<file path="src/rtl/keypad_scanner.sv">
// keypad_scanner
//   Matrix keypad scanner. Drives one active-low column at a time, samples the
//   synchronised rows once per column dwell, debounces every key with its own
//   scan counter and queues debounced press/release events in a small FIFO.
//
// Ports
//   clk_i            system clock
//   reset_i          asynchronous active-high reset
//   row_i            raw row lines, active-low, asynchronous to clk_i
//   column_o         column drive, active-low, exactly one bit low
//   keys_down_o      debounced level per key (index = row*COLS + col)
//   event_valid_o    FIFO head holds an event
//   event_ack_i      consumer pops the head while event_valid_o is high
//   event_pos_o      head key position
//   event_release_o  head type: 0 = press, 1 = release
//   overflow_o       sticky: an event was dropped because the FIFO was full
module keypad_scanner #(
  parameter int ROWS           = 3,
  parameter int COLS           = 3,
  parameter int SCAN_DIV       = 8192,
  parameter int DEBOUNCE_SCANS = 3,
  parameter int FIFO_DEPTH     = 4,
  localparam int POS_W         = $clog2(ROWS*COLS)
) (
  input  logic                 clk_i,
  input  logic                 reset_i,
  input  logic [ROWS-1:0]      row_i,
  output logic [COLS-1:0]      column_o,
  output logic [ROWS*COLS-1:0] keys_down_o,
  output logic                 event_valid_o,
  input  logic                 event_ack_i,
  output logic [POS_W-1:0]     event_pos_o,
  output logic                 event_release_o,
  output logic                 overflow_o
);

  localparam int NKEYS = ROWS*COLS;
  localparam int COL_W = $clog2(COLS);
  localparam int DIV_W = (SCAN_DIV > 1) ? $clog2(SCAN_DIV) : 1;
  localparam int CNT_W = $clog2(DEBOUNCE_SCANS+1);
  localparam int PTR_W = $clog2(FIFO_DEPTH);

  logic [ROWS-1:0]  row_s1_q, row_s2_q;
  logic [ROWS-1:0]  pressed;
  logic [COL_W-1:0] col_q, col_d;
  logic [DIV_W-1:0] dwell_q, dwell_d;
  logic             sample;
  logic [CNT_W-1:0] cnt_q [NKEYS];
  logic [CNT_W-1:0] cnt_d [NKEYS];
  logic [NKEYS-1:0] keys_q, keys_d, pend_q, pend_d;
  logic             push_valid;
  logic [POS_W-1:0] push_pos;
  logic             push_rel;

  logic [POS_W-1:0]      fpos_q [FIFO_DEPTH];
  logic [FIFO_DEPTH-1:0] frel_q;
  logic [PTR_W-1:0]      rd_q, wr_q;
  logic [PTR_W:0]        count_q;
  logic                  ovf_q;
  logic                  pop, full, accept;

  // Synchroniser resets to the idle (high) level so no key looks pressed.
  assign pressed = ~row_s2_q;

  // Dwell timer counts down; the terminal count is the sample cycle.
  assign sample = (dwell_q == '0);

  always_comb begin
    dwell_d = dwell_q - 1'b1;
    col_d   = col_q;
    if (sample) begin
      dwell_d = DIV_W'(SCAN_DIV-1);
      col_d   = (col_q == COL_W'(COLS-1)) ? '0 : col_q + 1'b1;
    end
  end

  always_comb begin
    column_o        = '1;
    column_o[col_q] = 1'b0;
  end

  // Serialiser and per-key debounce. The serialiser clears its bit first so a
  // sample setting a new pending bit on the same cycle is never lost; the
  // SCAN_DIV bound keeps all bits of one sample drained before the next.
  always_comb begin
    logic [POS_W-1:0] k;
    k          = '0;
    cnt_d      = cnt_q;
    keys_d     = keys_q;
    pend_d     = pend_q;
    push_valid = 1'b0;
    push_pos   = '0;
    for (int i = NKEYS-1; i >= 0; i--) begin
      if (pend_q[i]) begin
        push_valid = 1'b1;
        push_pos   = POS_W'(i);
      end
    end
    push_rel = ~keys_q[push_pos];
    if (push_valid) pend_d[push_pos] = 1'b0;

    if (sample) begin
      for (int r = 0; r < ROWS; r++) begin
        k = POS_W'(r*COLS) + POS_W'(col_q);
        if (pressed[r] == keys_q[k]) begin
          cnt_d[k] = '0;
        end else if (cnt_q[k] == CNT_W'(DEBOUNCE_SCANS-1)) begin
          cnt_d[k]  = '0;
          keys_d[k] = ~keys_q[k];
          pend_d[k] = 1'b1;
        end else begin
          cnt_d[k] = cnt_q[k] + 1'b1;
        end
      end
    end
  end

  always_ff @(posedge clk_i or posedge reset_i) begin
    if (reset_i) begin
      row_s1_q <= '1;
      row_s2_q <= '1;
      col_q    <= '0;
      dwell_q  <= DIV_W'(SCAN_DIV-1);
      keys_q   <= '0;
      pend_q   <= '0;
      for (int i = 0; i < NKEYS; i++) cnt_q[i] <= '0;
    end else begin
      row_s1_q <= row_i;
      row_s2_q <= row_s1_q;
      col_q    <= col_d;
      dwell_q  <= dwell_d;
      keys_q   <= keys_d;
      pend_q   <= pend_d;
      cnt_q    <= cnt_d;
    end
  end

  // Event FIFO. A pop frees a slot on the same edge, so push+pop while full
  // is accepted without overflow.
  assign pop    = event_valid_o & event_ack_i;
  assign full   = (count_q == (PTR_W+1)'(FIFO_DEPTH));
  assign accept = push_valid & (~full | pop);

  always_ff @(posedge clk_i or posedge reset_i) begin
    if (reset_i) begin
      rd_q    <= '0;
      wr_q    <= '0;
      count_q <= '0;
      ovf_q   <= 1'b0;
      frel_q  <= '0;
      for (int i = 0; i < FIFO_DEPTH; i++) fpos_q[i] <= '0;
    end else begin
      if (accept) begin
        fpos_q[wr_q] <= push_pos;
        frel_q[wr_q] <= push_rel;
        wr_q         <= wr_q + 1'b1;
      end
      if (pop) rd_q <= rd_q + 1'b1;
      if (accept && !pop)      count_q <= count_q + 1'b1;
      else if (!accept && pop) count_q <= count_q - 1'b1;
      if (push_valid && full && !pop) ovf_q <= 1'b1;
    end
  end

  assign event_valid_o   = (count_q != '0);
  assign event_pos_o     = event_valid_o ? fpos_q[rd_q] : '0;
  assign event_release_o = event_valid_o & frel_q[rd_q];
  assign keys_down_o     = keys_q;
  assign overflow_o      = ovf_q;

endmodule
</file>
<file path="config.mk">
export PLATFORM = sky130hd
export DESIGN_NAME = keypad_scanner
export DESIGN_NICKNAME = d
export VERILOG_FILES = /design/src/rtl/keypad_scanner.sv
export SDC_FILE = /design/constraint.sdc
export NUM_CORES = 1
export LEC_CHECK = 0
export CORE_ASPECT_RATIO = 0.7
export CORE_MARGIN = 4
export CORE_UTILIZATION = 55
export DETAILED_ROUTE_END_ITERATION = 6
export PLACE_DENSITY = 0.74
export SETUP_SLACK_MARGIN = 0.05
export SLEW_MARGIN = 40
export SYNTH_ARGS = -nofsm -noshare
export SYNTH_HDL_FRONTEND = slang
export SYNTH_SLANG_ARGS = --single-unit
export TNS_END_PERCENT = 1
</file>
<file path="constraint.sdc">
create_clock -name clk_i -period 3.9 [get_ports clk_i]
set_input_delay 0.78 -clock clk_i [delete_from_list [all_inputs] [get_ports clk_i]]
set_output_delay 0.78 -clock clk_i [all_outputs]
set_load 0.05 [all_outputs]
</file>
**Yosys cells after proc, flatten, opt, wreduce, memory -nomap -nowiden**

Cells that the tools add are included.

- Add/sub/neg operators: 11
- $mul: 0
- Divide/modulo/power cells: 0
- Order comparisons: 22
- Equal/unequal tests: 8
- Shift operators: 0
- Mux-type cells: 99
- Bitwise gates (word level): 27
- Reductions and logical operators: 19

Operator list:

| operator | number |
|---|---|
| 9-bit two-way mux | 18 |
| 18-bit two-way mux | 8 |
| 18-bit AND | 3 |
| 18-bit bitwise mux | 3 |
| 18-bit NOT | 3 |
| 4-bit two-way mux | 13 |
| 9-bit bitwise mux | 3 |
| 2-bit binary-select mux with 4-bit select | 3 |
| 2-bit demux with 4-bit select | 3 |
| 1-bit two-way mux | 20 |
| 2-bit two-way mux | 10 |
| 9-bit bitwise OR | 2 |
| 16-bit bitwise mux | 1 |
| 5-bit greater-or-equal comparator (second input constant) | 3 |
| 5-bit by 1-bit < comparator with 1-bit output (second input constant) | 3 |
| 1-bit logical AND | 14 |
| 13-bit logical NOT | 1 |
| 13-bit two-way mux | 1 |
| 13-bit by 1-bit subtractor with 13-bit output (second input constant) | 1 |
| 2-bit by 1-bit adder with 2-bit output (second input constant) | 6 |
| 1-bit binary-select mux with 4-bit select | 3 |
| 1-bit demux with 4-bit select | 3 |
| 4-bit by 5-bit < comparator with 1-bit output (second input constant) | 2 |
| 9-bit AND | 1 |
| other kinds (34) | 58 |

- Bits in registers: 85
- Latch bits: 0
- Bits in writable memories: 0
- Bits in read-only memories: 0
- Bits of input ports: 6
- Output and inout bits: 19
- Word-level logic and storage cells: 210
- Memories: 0

**Longest topological paths before layout**

- Depth after elaboration: 28
- Mapped depth: 14
- Depth with buffers taken out: 11

**Worst setup path after synthesis**

OpenSTA, ideal clock, no wires.

- Kind: register to register
- From: register col_q[1]
- To: register keys_q[4] (netlist: keys_down_o[4])
- Library setup time: 0.128 ns
- Arrival: 3.053 ns
- Required time: 3.772 ns
- Path slack: 0.719 ns
- Cell stages (with the launch flop): 13
- Buffers on the path: 4
- Period minus slack after synthesis: 3.181 ns
- Cells stage by stage: dfrtp_1 -> clkbuf_1 -> inv_1 -> ha_1 -> clkbuf_1 -> mux4_2 -> mux2i_1 -> ha_1 -> clkbuf_1 -> clkbuf_1 -> nand4_1 -> o221ai_1 -> mux2_1

- Longest elaborated chain between the ends: 15
- Elaborated cells between the ends (all ways): 50
- Classes of those cells: 2 x add/sub; 4 x order compare; 6 x eq/ne; 30 x mux; 6 x bitwise; 2 x reduce/logical

RTL lines:

| what | line | text |
|---|---|---|
| start: declaration | 45 | `logic [COL_W-1:0] col_q, col_d;` |
| start signal: assignment | 130 | `col_q <= col_d;` |
| 2-bit NOT with 5-bit output (implied by the code) | 107 | `end else if (cnt_q[k] == CNT_W'(DEBOUNCE_SCANS-1)) begin` |
| 2-bit binary-select mux with 4-bit select | 107 |  |
| 2-bit two-way mux (implied by the code) (2 in series) | 107 |  |
| 2-bit equality test | 107 |  |
| 9-bit two-way mux | 107 |  |
| 9-bit two-way mux | 105 | `if (pressed[r] == keys_q[k]) begin` |
| 9-bit two-way mux | 102 | `if (sample) begin` |
| 9-bit bitwise mux | 109 | `keys_d[k] = ~keys_q[k];` |
| 9-bit two-way mux | 107 |  |
| 9-bit two-way mux | 105 |  |
| 9-bit two-way mux | 102 |  |
| 9-bit bitwise mux | 109 |  |
| 9-bit two-way mux | 107 |  |
| 9-bit two-way mux * | 105 |  |
| end signal: assignment | 132 | `keys_q <= keys_d;` |
| end: declaration | 50 | `logic [NKEYS-1:0] keys_q, keys_d, pend_q, pend_d;` |

Every way passes the cells marked *; elsewhere a longest branch is shown, timed or not. The select of a mux whose other input is x is not followed.
A chain may end at the register's enable or synchronous reset.

**Final worst setup path**

- From: register col_q[0]
- To: register keys_q[0] (netlist: keys_down_o[0])

- Longest elaborated chain between the ends: 15
- Elaborated cells between the ends (all ways): 55
- Classes of those cells: 2 x add/sub; 6 x order compare; 6 x eq/ne; 32 x mux; 6 x bitwise; 3 x reduce/logical

RTL lines:

| what | line |
|---|---|
| 2-bit by 5-bit < comparator with 1-bit output (implied by the code), or another cell as far along | 109 |
| 1-bit logical AND (implied by the code) / 2-bit binary-select mux with 4-bit select (equally long branches) | 109, 107 |
| 1-bit two-way mux (implied by the code) / 2-bit two-way mux (equally long branches) | 109, 107 |
| 1-bit demux with 2-bit select / 2-bit two-way mux (equally long branches) | 109, 107 |
| 9-bit bitwise mux / 2-bit equality test (equally long branches) | 109, 107 |
| 9-bit two-way mux | 107 |
| 9-bit two-way mux | 105 |
| 9-bit two-way mux | 102 |
| 9-bit bitwise mux | 109 |
| 9-bit two-way mux | 107 |
| 9-bit two-way mux | 105 |
| 9-bit two-way mux | 102 |
| 9-bit bitwise mux | 109 |
| 9-bit two-way mux | 107 |
| 9-bit two-way mux * | 105 |

Marked as above.

==> run_results.csv <==
group,metric,value,unit
outcome,status,"finished, final reports clean",
sta,slew_violations,0,
critical_path,cp-start-kind,"register",
floorplan,die_y,87.4,µm
detailed_routing,dr_total_vias,4058,
synth,synth_area_leaders,"dfrtp_1, dfstp_2, mux4_2, nand2_1, ha_1",
synth,synth-simple-area-share,0.188,
synth,async_flop_share,1.00,
cts,clock-sinks,85,
synth,synth_cell_type_count,69,
cts,cts-htree-levels,3,
sta,skew,0.00722,ns
synth,synth_seq_cells,85,
layout,postLayoutCellArea,5660,µm²
cts,cts_tree,"built",
synth,syn_inst,504,
floorplan,num_rows,28,
synth,synthAdderAreaFrac,0.0420,
pwr,ir_drop,0.302,mV
layout,area_growth,14.4,%
placement,io_buffers,24,
placement,dpl.hpwl,8.67,mm
sta,tns,0,ns
detailed_routing,ant_nets,0,
detailed_routing,drc,0,
synth,yosys.area.top_type_share,0.334,
synth,yosys-top-cells-count,"nand2_1, dfrtp_1, nor2_1, o21ai_1, inv_1",
cts,postCtsSetupRepairBufs,0,
global_routing,track_usage,0.243,
sta,fin_crit,3.29,ns
synth,synth_compound_area_frac,0.157,
layout,fin_util,0.657,
cts,ctsResizeCount,0,
synth,synth_nets,526,
global_routing,grt_max_degree,86,
layout,fin_cells,649,
floorplan,start_util,0.574,
floorplan,dieArea,10600,µm²
critical_path,critPathMaxFanout,17,
detailed_routing,viasPerCell,6.25,
synth,ys_warn_count,0,
worst_hold_path,hold_path.class,"reg2reg",
synth,synth_top_family_by_area,"simple AND/OR/NAND/NOR gates",
cts,holdBufCountCts,0,
critical_path,critPathKind,"reg2reg",
pwr,p_leak,2.35,nW
synth,synth_top_area_cell,"dfrtp_1",
placement,dp_cells,633,
detailed_routing,wl_per_cell,18.5,µm
critical_path,endpoint_kind,"register",
global_routing,grt_first_pass_wirelength,20.1,mm
critical_path,crit_arrival,3.51,ns
detailed_routing,drt_wl_total,12.0,mm
placement,dpl-instance-area,5330,µm²
detailed_routing,drtPass1Iterations,6,
synth,seq_area_frac_synth,0.435,
critical_path,critical_path_required,4.12,ns
sta,slew_headroom,0.487,
placement,place_congestion,0.909,
synth,synth.most_common_cell,"nand2_1",
floorplan,io_pins,25,
global_routing,grt.overflow.total,0,
sta,post-route-period-util,0.843,
synth,syn_area_per_cell,9.82,µm²
synth,synth_flop_cell,"dfrtp_1",
detailed_routing,drt-initial-drc-count,499,
sta,hold_violations,0,
flow_run,maxCapViolCount,0,
sta,fmaxAchievable,0.304,GHz
sta,rsz0062_at_grt,"no",
synth,synth_xor_area_frac,0.0392,
floorplan,die_w,121,µm
cts,clk_pin_slew,0.06,ns
layout,n_antenna_cell,0,
layout,drive_gt1_frac,0.130,
layout,n_fill_cell,715,
synth,synth_area,4950,µm²
global_routing,grt_pass1_vias,3864,
global_routing,antenna_found_initial,0,
pwr,pwr_density_cell,366,nW/µm²
synth,synth-edff-count,0,
cts,worstSkewPairLatency,0.34,ns
cts,clock-root-buffer,"clkbuf_16",
floorplan,fp.coreArea,8620,µm²
synth,synthMuxAreaShare,0.103,
cts,cts_buffers,9,
cts,clockBufferDepth,2,
layout,num-nets-final,546,
sta,tightestPinTransition,0.764,ns
sta,setup_viol,0,
## worst paths after layout
kind	to	cells after the start	slack, ns	startpoint
max	keys_down_o[0]	10	0.61	col_q[0]
min	row_s2_q[2]	0	0.36	row_s1_q[2]
max reg2reg	keys_down_o[0]	10	0.61	col_q[0]
min reg2reg	row_s2_q[2]	0	0.36	row_s1_q[2]
max in group asynchronous	row_s2_q[0]	3	2.65	reset_i
min in group asynchronous	fpos_q[5]	3	0.85	reset_i
## layout make-up
class                           count  area [µm²]  area share
Multi-Input combinational cell    372        2630       0.464
Clock buffer                       13         260      0.0460
Sequential cell                    85        2150       0.380
Clock inverter                      3        68.8      0.0122
Inverter                           23        87.6      0.0155
Tap cell                          120         150      0.0265
Timing Repair Buffer               33         320      0.0566
## layout by cell type, fill, tap and decap left out, types with 3 or more instances in the layout
cell type | netlist | final
a2111oi_0 | 3 | 3
a211oi_1 | 4 | 4
a21oi_1 | 19 | 19
a22oi_1 | 7 | 7
a31oi_1 | 3 | 3
a32oi_1 | 3 | 3
a41oi_1 | 4 | 4
and2_1 | 6 | 6
and3_1 | 3 | 3
buf_4 | 0 | 8
clkbuf_16 | 0 | 9
clkdlybuf4s50_1 | 0 | 24
dfrtp_1 | 66 | 66
dfstp_2 | 19 | 19
ha_1 | 15 | 15
inv_1 | 21 | 20
mux2_1 | 4 | 4
mux2i_1 | 9 | 9
mux4_2 | 15 | 15
nand2_1 | 73 | 73
nand2b_1 | 9 | 9
nand3_1 | 13 | 13
nand4_1 | 4 | 4
nand4b_1 | 3 | 3
nor2_1 | 32 | 32
nor2b_1 | 5 | 5
nor3_1 | 14 | 14
nor4_1 | 6 | 5
o21a_1 | 3 | 3
o21ai_0 | 9 | 9
o21ai_1 | 32 | 32
o2bb2ai_1 | 3 | 3
o32ai_1 | 3 | 3
or3_1 | 4 | 4
or4_1 | 4 | 4
xnor2_1 | 12 | 12
xor2_1 | 7 | 7
## flip-flops by register name (all words and copies together) (netlist names), 3 cells and up
signal and flops:
pend_q 9, cnt_q 18, count_q 3, keys_down_o 9
row_s1_q 3, dwell_q 13, frel_q 4, row_s2_q 3
fpos_q 16
## worst max-delay path: stages, from the launching register on
cell	delay (ns)
dfrtp_1	0.35
inv_2	0.10
ha_1	0.56
mux4_2	0.41
mux2i_1	0.20
ha_1	0.53
nand2_1	0.21
nor2_1	0.18
a22oi_1	0.09
nor2_1	0.18
mux2_1	0.34
## routing by layer
metal	share of wire	track usage
met5	0	0
met4	0.0092	0.0539
met3	0.099	0.0773
met2	0.43	0.343
met1	0.47	0.366
## through the flow
stage	hold WS, ns	total power [mW]	setup slack [ns]
final	0.355	2.07	0.613
after global routing	0.360	2.16	0.322
after CTS	0.356	2.09	0.680
after detailed placement	0.347	1.15	0.695
after global placement	0.345	1.14	0.756
after floorplan	0.345	1.10	0.719
## kinds of logic (layout without fill, tap and decap cells)
logic type,Yosys count,after routing
AND/OR/NAND/NOR,189,189
multiplexers,31,31
flip-flops,85,85
adder cells (fa/ha/maj),16,16
AO/OA/AOI/OAI,116,116
XOR/XNOR,20,20
buffers and inverters,47,72
## power breakdown
group / total (mW) / internal, mW / switching [mW]
Combinational: 0.156 / 0.0789 / 0.0775
Clock: 0.939 / 0.598 / 0.341
Sequential: 0.975 / 0.916 / 0.0589
Power figures use the tool's default switching activity.
